**src/rtl/boot_load_ctrl_pkg.sv**
```systemverilog
// Shared definitions for the boot loader: FSM state encoding, image header
// field positions and the header sanity check.
package boot_load_ctrl_pkg;

  typedef enum logic [2:0] {
    LDR_IDLE,
    LDR_HDR,
    LDR_LOAD_D,
    LDR_LOAD_I,
    LDR_RELEASE,
    LDR_RUN,
    LDR_ERR
  } ldr_state_e;

  // Header beat layout: instruction count in the upper half, data count in the lower.
  localparam int LDR_HDR_NI_MSB = 31;
  localparam int LDR_HDR_NI_LSB = 16;
  localparam int LDR_HDR_ND_MSB = 15;
  localparam int LDR_HDR_ND_LSB = 0;

  // An image needs at least one instruction and must fit in both memories.
  function automatic logic hdr_invalid(input logic [15:0] n_instr,
                                       input logic [15:0] n_data,
                                       input int          max_words);
    return (n_instr == 16'd0) ||
           (32'(n_instr) > max_words) ||
           (32'(n_data) > max_words);
  endfunction

endpackage

```
**src/rtl/boot_load_ctrl.sv**
```systemverilog
// Boot sequencer: streams a program image into data and instruction BRAM,
// then releases the rv32i core and hands it the data-BRAM write port.
module boot_load_ctrl
  import boot_load_ctrl_pkg::*;
#(
  parameter int DATA_WIDTH = 32,
  parameter int ADDR_WIDTH = 10,
  parameter int MAX_WORDS  = 256
) (
  input  logic                  clk,
  input  logic                  rst,
  input  logic                  start,
  input  logic                  halt,
  input  logic [DATA_WIDTH-1:0] s_dat,
  input  logic                  s_valid,
  output logic                  s_ready,
  output logic [ADDR_WIDTH-1:0] i_w_addr,
  output logic [DATA_WIDTH-1:0] i_w_dat,
  output logic                  i_w_enb,
  output logic [ADDR_WIDTH-1:0] d_w_addr,
  output logic [DATA_WIDTH-1:0] d_w_dat,
  output logic                  d_w_enb,
  output logic                  d_bram_init_done,
  output logic                  pc_stall,
  output logic                  rd_enbl,
  output logic                  i_r_enb,
  output logic                  busy,
  output logic                  err
);

  localparam int CNT_W = $clog2(MAX_WORDS + 1);

  ldr_state_e            state;
  logic [CNT_W-1:0]      word_cnt;
  logic [CNT_W-1:0]      n_data;
  logic [CNT_W-1:0]      n_instr;
  logic [15:0]           hdr_ni;
  logic [15:0]           hdr_nd;
  logic                  beat;
  logic                  last_d;
  logic                  last_i;
  logic [ADDR_WIDTH-1:0] word_addr;

  assign s_ready = (state == LDR_HDR) || (state == LDR_LOAD_D) || (state == LDR_LOAD_I);
  assign busy    = s_ready || (state == LDR_RELEASE);
  assign err     = (state == LDR_ERR);
  assign beat    = s_valid && s_ready;

  assign hdr_ni    = s_dat[LDR_HDR_NI_MSB:LDR_HDR_NI_LSB];
  assign hdr_nd    = s_dat[LDR_HDR_ND_MSB:LDR_HDR_ND_LSB];
  assign word_addr = ADDR_WIDTH'({word_cnt, 2'b00});
  assign last_d    = (word_cnt == n_data - CNT_W'(1));
  assign last_i    = (word_cnt == n_instr - CNT_W'(1));

  // One shared word counter serves both memories; it restarts on each phase change.
  // NOTE: all state below uses non-blocking assignments so every register samples
  // pre-edge values regardless of statement order.
  always_ff @(posedge clk or posedge rst) begin
    if (rst) begin
      state            <= LDR_IDLE;
      word_cnt         <= '0;
      n_data           <= '0;
      n_instr          <= '0;
      i_w_addr         <= '0;
      i_w_dat          <= '0;
      i_w_enb          <= 1'b0;
      d_w_addr         <= '0;
      d_w_dat          <= '0;
      d_w_enb          <= 1'b0;
      d_bram_init_done <= 1'b0;
      pc_stall         <= 1'b1;
      rd_enbl          <= 1'b0;
      i_r_enb          <= 1'b0;
    end else begin
      i_w_enb <= 1'b0;
      d_w_enb <= 1'b0;
      case (state)
        LDR_IDLE: begin
          if (start) begin
            state            <= LDR_HDR;
            d_bram_init_done <= 1'b0;
          end
        end
        LDR_HDR: begin
          if (beat) begin
            word_cnt <= '0;
            n_instr  <= CNT_W'(hdr_ni);
            n_data   <= CNT_W'(hdr_nd);
            if (hdr_invalid(hdr_ni, hdr_nd, MAX_WORDS)) state <= LDR_ERR;
            else if (hdr_nd == 16'd0)                   state <= LDR_LOAD_I;
            else                                        state <= LDR_LOAD_D;
          end
        end
        LDR_LOAD_D: begin
          if (beat) begin
            d_w_addr <= word_addr;
            d_w_dat  <= s_dat;
            d_w_enb  <= 1'b1;
            if (last_d) begin
              word_cnt <= '0;
              state    <= LDR_LOAD_I;
            end else begin
              word_cnt <= word_cnt + CNT_W'(1);
            end
          end
        end
        LDR_LOAD_I: begin
          if (beat) begin
            i_w_addr <= word_addr;
            i_w_dat  <= s_dat;
            i_w_enb  <= 1'b1;
            if (last_i) begin
              word_cnt         <= '0;
              state            <= LDR_RELEASE;
              d_bram_init_done <= 1'b1;
            end else begin
              word_cnt <= word_cnt + CNT_W'(1);
            end
          end
        end
        // Single settle cycle lets the final instruction write land before the first fetch.
        LDR_RELEASE: begin
          state    <= LDR_RUN;
          pc_stall <= 1'b0;
          rd_enbl  <= 1'b1;
          i_r_enb  <= 1'b1;
        end
        LDR_RUN: begin
          if (halt) begin
            state    <= LDR_IDLE;
            pc_stall <= 1'b1;
            rd_enbl  <= 1'b0;
            i_r_enb  <= 1'b0;
          end
        end
        LDR_ERR: begin
          if (start) begin
            state            <= LDR_HDR;
            d_bram_init_done <= 1'b0;
          end
        end
        default: state <= LDR_IDLE;
      endcase
    end
  end

endmodule

```
**config.mk**
```make
export PLATFORM = sky130hd
export DESIGN_NAME = boot_load_ctrl
export DESIGN_NICKNAME = d
export VERILOG_FILES = /design/src/rtl/boot_load_ctrl_pkg.sv /design/src/rtl/boot_load_ctrl.sv
export SDC_FILE = /design/constraint.sdc
export NUM_CORES = 1
export LEC_CHECK = 0
export ABC_CLOCK_PERIOD_IN_PS = 8850
export CAP_MARGIN = 20
export CORE_ASPECT_RATIO = 1.4
export CORE_MARGIN = 2
export CORE_UTILIZATION = 38
export DETAILED_ROUTE_END_ITERATION = 8
export GPL_TIMING_DRIVEN = 0
export SLEW_MARGIN = 10
export SYNTH_ARGS = -nofsm -noshare
export SYNTH_HDL_FRONTEND = slang
export SYNTH_SLANG_ARGS = --single-unit
```
**constraint.sdc**
```tcl
create_clock -name clk -period 8.85 [get_ports clk]
set_input_delay 1.77 -clock clk [delete_from_list [all_inputs] [get_ports clk]]
set_output_delay 1.77 -clock clk [all_outputs]
set_load 0.005 [all_outputs]
```
==> results of run 1 <==
final cells by class:
type | instances | area (µm²)
fillers | 1230 | 6380
flip-flops and latches | 115 | 2880
plain buffers | 30 | 195
inverters | 9 | 38.8
repair buffers | 125 | 1270
well taps | 185 | 231
multi-input cells | 281 | 2260
clock buffers | 19 | 443
clock inverters | 13 | 149
synthesized netlist by cell type (all sizes together), types with 2 or more instances:
library cell	count	area share
mux2	93	0.20
xor2	10	0.016
a21oi	12	0.013
and3	3	0.0037
xnor2	16	0.026
buf	11	0.016
or4	5	0.0084
nor3	6	0.0056
nor4	11	0.013
nor2b	4	0.0047
ha	3	0.0070
o21ai	18	0.018
nand3	13	0.012
and3b	3	0.0051
inv	9	0.0063
nor2	25	0.018
nand2	21	0.015
a211oi	5	0.0070
a221o	2	0.0040
dfrtp	114	0.53
nor3b	2	0.0028
clkbuf	19	0.021
and2	3	0.0035
power breakdown:
group / switching (mW) / leakage [nW] / total, mW / internal [mW]
clock: 0.249 / 0.281 / 0.675 / 0.425
sequential: 0.153 / 1.41 / 0.909 / 0.756
combinational: 0.430 / 1.39 / 1.11 / 0.678
total: 0.832 / 3.09 / 2.69 / 1.86
through the flow:
step                      setup slack [ns]  power (mW)  instances  hold WS (ns)
final                                 5.04        2.69        777         0.499
after global routing                  4.91        2.87        777         0.517
after CTS                             5.02        2.73        777         0.505
after detailed placement              4.95        2.03        745         0.491
after global placement                2.32        2.00        744         0.486
after floorplan                       4.04        1.49        435         0.493
worst register-to-register path: stages, from the launching register on:
cell and delay [ns]:
dfrtp_1 0.41, inv_1 0.09, ha_1 0.24, nor3b_1 0.44, nand3_1 0.16, xnor2_1 0.15
or4_1 0.59, and2_0 0.20, buf_6 0.13, a211oi_1 0.26, nor2_1 0.08
kinds of logic after synthesis:
logic type	Yosys count
AOI/OAI and AO/OA	51
xor gates and xnor gates	26
adders and majority gates	3
buffers and inverters	39
DFF	115
muxes	93
other	1
and+or+nand+nor	104
worst max-delay path by stage:
stage	startpoint	to
after floorplan	rst	d_bram_init_done
after global placement	rst	d_w_addr[8]
after detailed placement	s_dat[12]	state[2]
after CTS	state[1]	busy
after global routing	state[1]	busy
final	state[1]	busy
layer usage:
metal	up-vias	routed length (µm)
met5	-	0
met4	0	229
met3	16	738
met2	108	6950
met1	1954	5280
li1	1837	-
flip-flops by register name (all words and copies together) (netlist names):
name / cells
i_r_enb: 1
d_bram_init_done: 1
i_w_enb: 1
d_w_addr: 8
d_w_dat: 32
i_w_dat: 32
n_data: 9
n_instr: 9
d_w_enb: 1
word_cnt: 9
pc_stall: 1
i_w_addr: 8
state: 3
==> results.cfg, run 1 <==
[hold_path]
min-delay-start = i_w_addr[7]
min_to = i_w_addr[7]
min_delay_path_depth = 1
hp-class = reg2reg

[sta]
finalSetupViolations = 0
tns_ns = 0
min_period_ns = 3.81
fin_crit_sh = 0.431
hold_viol_final = 0
slew_violations = 0
finClkSkew_ns = 0.00742
timing.fmax_mhz = 262
worstMarginPinSlew_ns = 0.775
rsz0062_at_grt = false
slew_headroom = 0.480

[global_routing]
use_met2 = 0.327
grt_pass1_wl_um = 21400
grt_util_met1 = 0.204
grt_max_degree = 91
antenna_found_initial = 0
overflow = 0
first_global_vias = 4164
met3_usage = 0.0599
grt_use_total = 0.185
busiest_layer = met2

[floorplanning]
die_x_um = 104
core_mm2 = 0.0138
initial_utilization = 0.387
die_y_um = 144
rows = 51
dieArea_mm2 = 0.0151
ioPinCount = 130

[routing]
drt_iter0_drc = 148
drtAntennaViolNets = 0
dr.pass1.iters = 4
dr_total_vias = 3915
wl_um = 13200
drc = 0
wl_per_cell_um = 17.0
via_per_inst = 5.04

[cts]
h-tree-depth = 4
post_cts_buffers = 0
cts_made_buffers = 17
cts-root-buf = clkbuf_16
clkSlewWorstSetupHoldPaths_ns = 0.05
cts_resized = 0
clock-sinks = 115
clk_path_buf_depth = 2
cts_tree = done
clk_latency_ns = 0.41
hold_buffers = 0

[synth]
synth_area_per_cell_um2 = 12.4
ys.flop_type = dfrtp_1
yosysSeqAreaShare = 0.538
synth-async-reset-ratio = 1.00
yosysUniqueCellTypes = 61
synth-compound-area-share = 0.0696
syn-cell-area_mm2 = 0.00535
synth-seq-cells = 115
synth-edff-count = 0
syn_inst = 432
yosysWarnings = 0
synthAdderAreaFrac = 0.00701
yosys.area_share.simple = 0.104
synth_xor_area_frac = 0.0425
synth_top_family_by_area = multiplexers
synthMuxAreaShare = 0.196

[placed_design]
io_buffers = 124
gp_congestion = 0.835
post_dp_cell_area_mm2 = 0.00687
dpl.hpwl_um = 9650

[critical_path]
r2r_end = word_cnt[5]
rrSetupSlack_ns = 5.97
crit_cells = 4
path_cells = clkbuf_8 > nor2_1 > xnor2_1 > clkdlybuf4s50_1
crit_path_end_kind = output pin
arrival_ns = 2.04
required_ns = 7.08
reg2reg_depth = 10
critPathBufInv = 2
crit_path_max_incr_delay_ns = 0.52
crit_type = reg2out
timing.rr.start = n_data[0]
critPathTopFamily = buffers and inverters
critPathMaxFanout = 10
crit_slowest_cell = clkdlybuf4s50_1
startpoint_type = flip-flop

[layout]
area_delta_synth_final_pct = 39.4
post-route-util = 0.539
final_nets = 619
final_cell_mix = clkdlybuf4s50_1 (124), dfrtp_1 (114), mux2_2 (93), nor2_1 (23), nand2_1 (20)
n_antenna_cell = 0
fin_area_mm2 = 0.00746
drive_gt1_frac = 0.269
final_common_cell = clkdlybuf4s50_1

[pwr]
power.leakage_nw = 3.09
ir_worst_vdd_v = 0.000161
p_per_area_mw_per_mm2 = 361

[run_status]
status = completed

[run]
cap_violations = 0
Power figures use the tool's default switching activity.
==> run 2: changes to the inputs <==
Settings changed: ABC_CLOCK_PERIOD_IN_PS 8850 to 3350, PLACE_DENSITY from default to 0.66.
Clock period 8.85 ns to 3.35 ns, I/O delays scaled along.
==> run 2 against run 1 <==
Against the previous run:
- cell count grew 0.26%
- largest power group unchanged
- via count grew 0.74%
- sequential cell count is the same
- critical endpoint is now word_cnt[5]
- largest cell class unchanged
- first-iteration DRC count grew 14%
- clock-buffer cell count is the same
- sequential power grew to 2.6 times the previous value
- combinational power grew to 2.6 times the previous value
- worst setup slack lost 4.6 ns
==> results.cfg, run 2 (synthesis results as in run 1) <==
[pwr]
ir_worst_vdd_v = 0.000497
p_per_area_mw_per_mm2 = 962
power.leakage_nw = 3.12
combPwrFrac = 0.406
power_switching_mw = 2.19
internal_power_mw = 5.06
pwr-share-seq = 0.330
sw_frac_of_total = 0.302
pwr-share-clk = 0.264

[cts]
h-tree-depth = 4
hold_buffers = 0
clk_latency_ns = 0.41
clock-sinks = 115
cts_resized = 0
post_cts_buffers = 0
cts_made_buffers = 17
cts-root-buf = clkbuf_16
cts_tree = done
clk_path_buf_depth = 2
clkSlewWorstSetupHoldPaths_ns = 0.05

[sta]
finalSetupViolations = 0
hold_viol_final = 0
worstMarginPinSlew_ns = 0.765
fin_crit_sh = 0.856
slew_headroom = 0.486
tns_ns = 0
slew_violations = 0
timing.fmax_mhz = 349
rsz0062_at_grt = false
min_period_ns = 2.87
finClkSkew_ns = 0.00928

[layout]
fin_area_mm2 = 0.00753
multi_input_area_mm2 = 0.00226
n_fill_cell = 1185
final_common_cell = clkdlybuf4s50_1
n_antenna_cell = 0
area_delta_synth_final_pct = 40.6
final_nets = 621
ff_latch_area_mm2 = 0.00288
instances_no_fill = 779
top_regs = d_w_dat (32), i_w_dat (32)
drive_gt1_frac = 0.271
final_cell_mix = clkdlybuf4s50_1 (124), dfrtp_1 (114), mux2_2 (93), nor2_1 (23), nand2_1 (20)

[routing]
dr_total_vias = 3944
via_per_inst = 5.06
wl_um = 13200
wl_per_cell_um = 16.9
drtAntennaViolNets = 0
drc = 0
drt_iter0_drc = 168
dr.pass1.iters = 4

[floorplanning]
die_x_um = 104
initial_utilization = 0.387
ioPinCount = 130
dieArea_mm2 = 0.0151
rows = 51
die_y_um = 144
core_mm2 = 0.0138

[critical_path]
crit_path_end_kind = flip-flop
required_ns = 3.63
arrival_ns = 3.15
critPathMaxFanout = 8
crit_type = reg2reg
startpoint_type = flip-flop

[global_routing]
overflow = 0
grt_pass1_wl_um = 21200
first_global_vias = 4171
grt_use_total = 0.180
antenna_found_initial = 0
grt_max_degree = 37

[placed_design]
place_inst = 747
dpl.hpwl_um = 9740
gp_congestion = 0.805
io_buffers = 124
post_dp_cell_area_mm2 = 0.00690

[hold_path]
hp-class = reg2reg

[run_status]
status = completed

[run]
cap_violations = 0
[run 2: cell types whose count changed in the layout (fill, tap and decap cells not counted)]
cell / previous run / this run
clkinv_2: 1 / 3
buf_12: 0 / 3
bufinv_16: 2 / 4
clkinvlp_4: 3 / 4
inv_6: 5 / 0
buf_16: 1 / 0
[run 2: final cells by class]
type                    instances  share of cell area
multi-input cells             281               0.300
plain buffers                  30              0.0259
flip-flops and latches        115               0.382
well taps                     185              0.0307
clock inverters                13              0.0244
repair buffers                127               0.173
inverters                       9             0.00499
clock buffers                  19              0.0588
[run 2: final timing paths]
path / start / endpoint / slack [ns] / cells past startpoint
setup reg to reg: n_data[0] / word_cnt[5] / 0.48 / 10
max in group asynchronous: rst / pc_stall / 1.69 / 5
min in group asynchronous: rst / d_w_dat[0] / 0.60 / 2
hold / removal: d_w_addr[2] / d_w_addr[2] / 0.50 / 1
setup / recovery: n_data[0] / word_cnt[5] / 0.48 / 10
hold reg to reg: d_w_addr[2] / d_w_addr[2] / 0.50 / 1
[run 2: critical path, cell delays in order, from the launching register on]
cell	delay (ns)
dfrtp_1	0.41
inv_1	0.09
ha_1	0.25
nor3b_1	0.45
nand3_1	0.17
xnor2_1	0.15
or4_1	0.59
and2_0	0.20
buf_6	0.13
a211oi_1	0.20
nor2_1	0.09
[run 2: stage by stage]
| stage | worst slack [ns] | power [mW] | util | hold WS [ns] |
|---|---|---|---|---|
| 2_1_floorplan | 0.865 | 3.93 | - | 0.493 |
| 3_3_place_gp | 0.210 | 5.25 | 0.494 | 0.489 |
| 3_5_place_dp | 0.532 | 5.38 | 0.498 | 0.494 |
| 4_1_cts | 0.495 | 7.31 | 0.544 | 0.506 |
| 5_1_grt | 0.336 | 7.68 | 0.544 | 0.514 |
| 6_report | 0.483 | 7.24 | 0.544 | 0.501 |
[run 2: layer usage]
metal	GRT usage	vias up	share of wire
met5	0	-	0
met4	0.0853	0	0.019
met1	0.198	1980	0.39
met2	0.323	116	0.54
li1	-	1831	-
met3	0.0491	17	0.052
[run 2: power by group through the flow]
stage	sequential, mW	combinational [mW]	clock, mW
6_report	2.39	2.94	1.91
4_1_cts	2.40	2.98	1.94
2_1_floorplan	2.39	1.55	0
3_3_place_gp	2.38	2.87	0
5_1_grt	2.48	3.19	2.01
3_5_place_dp	2.41	2.96	0
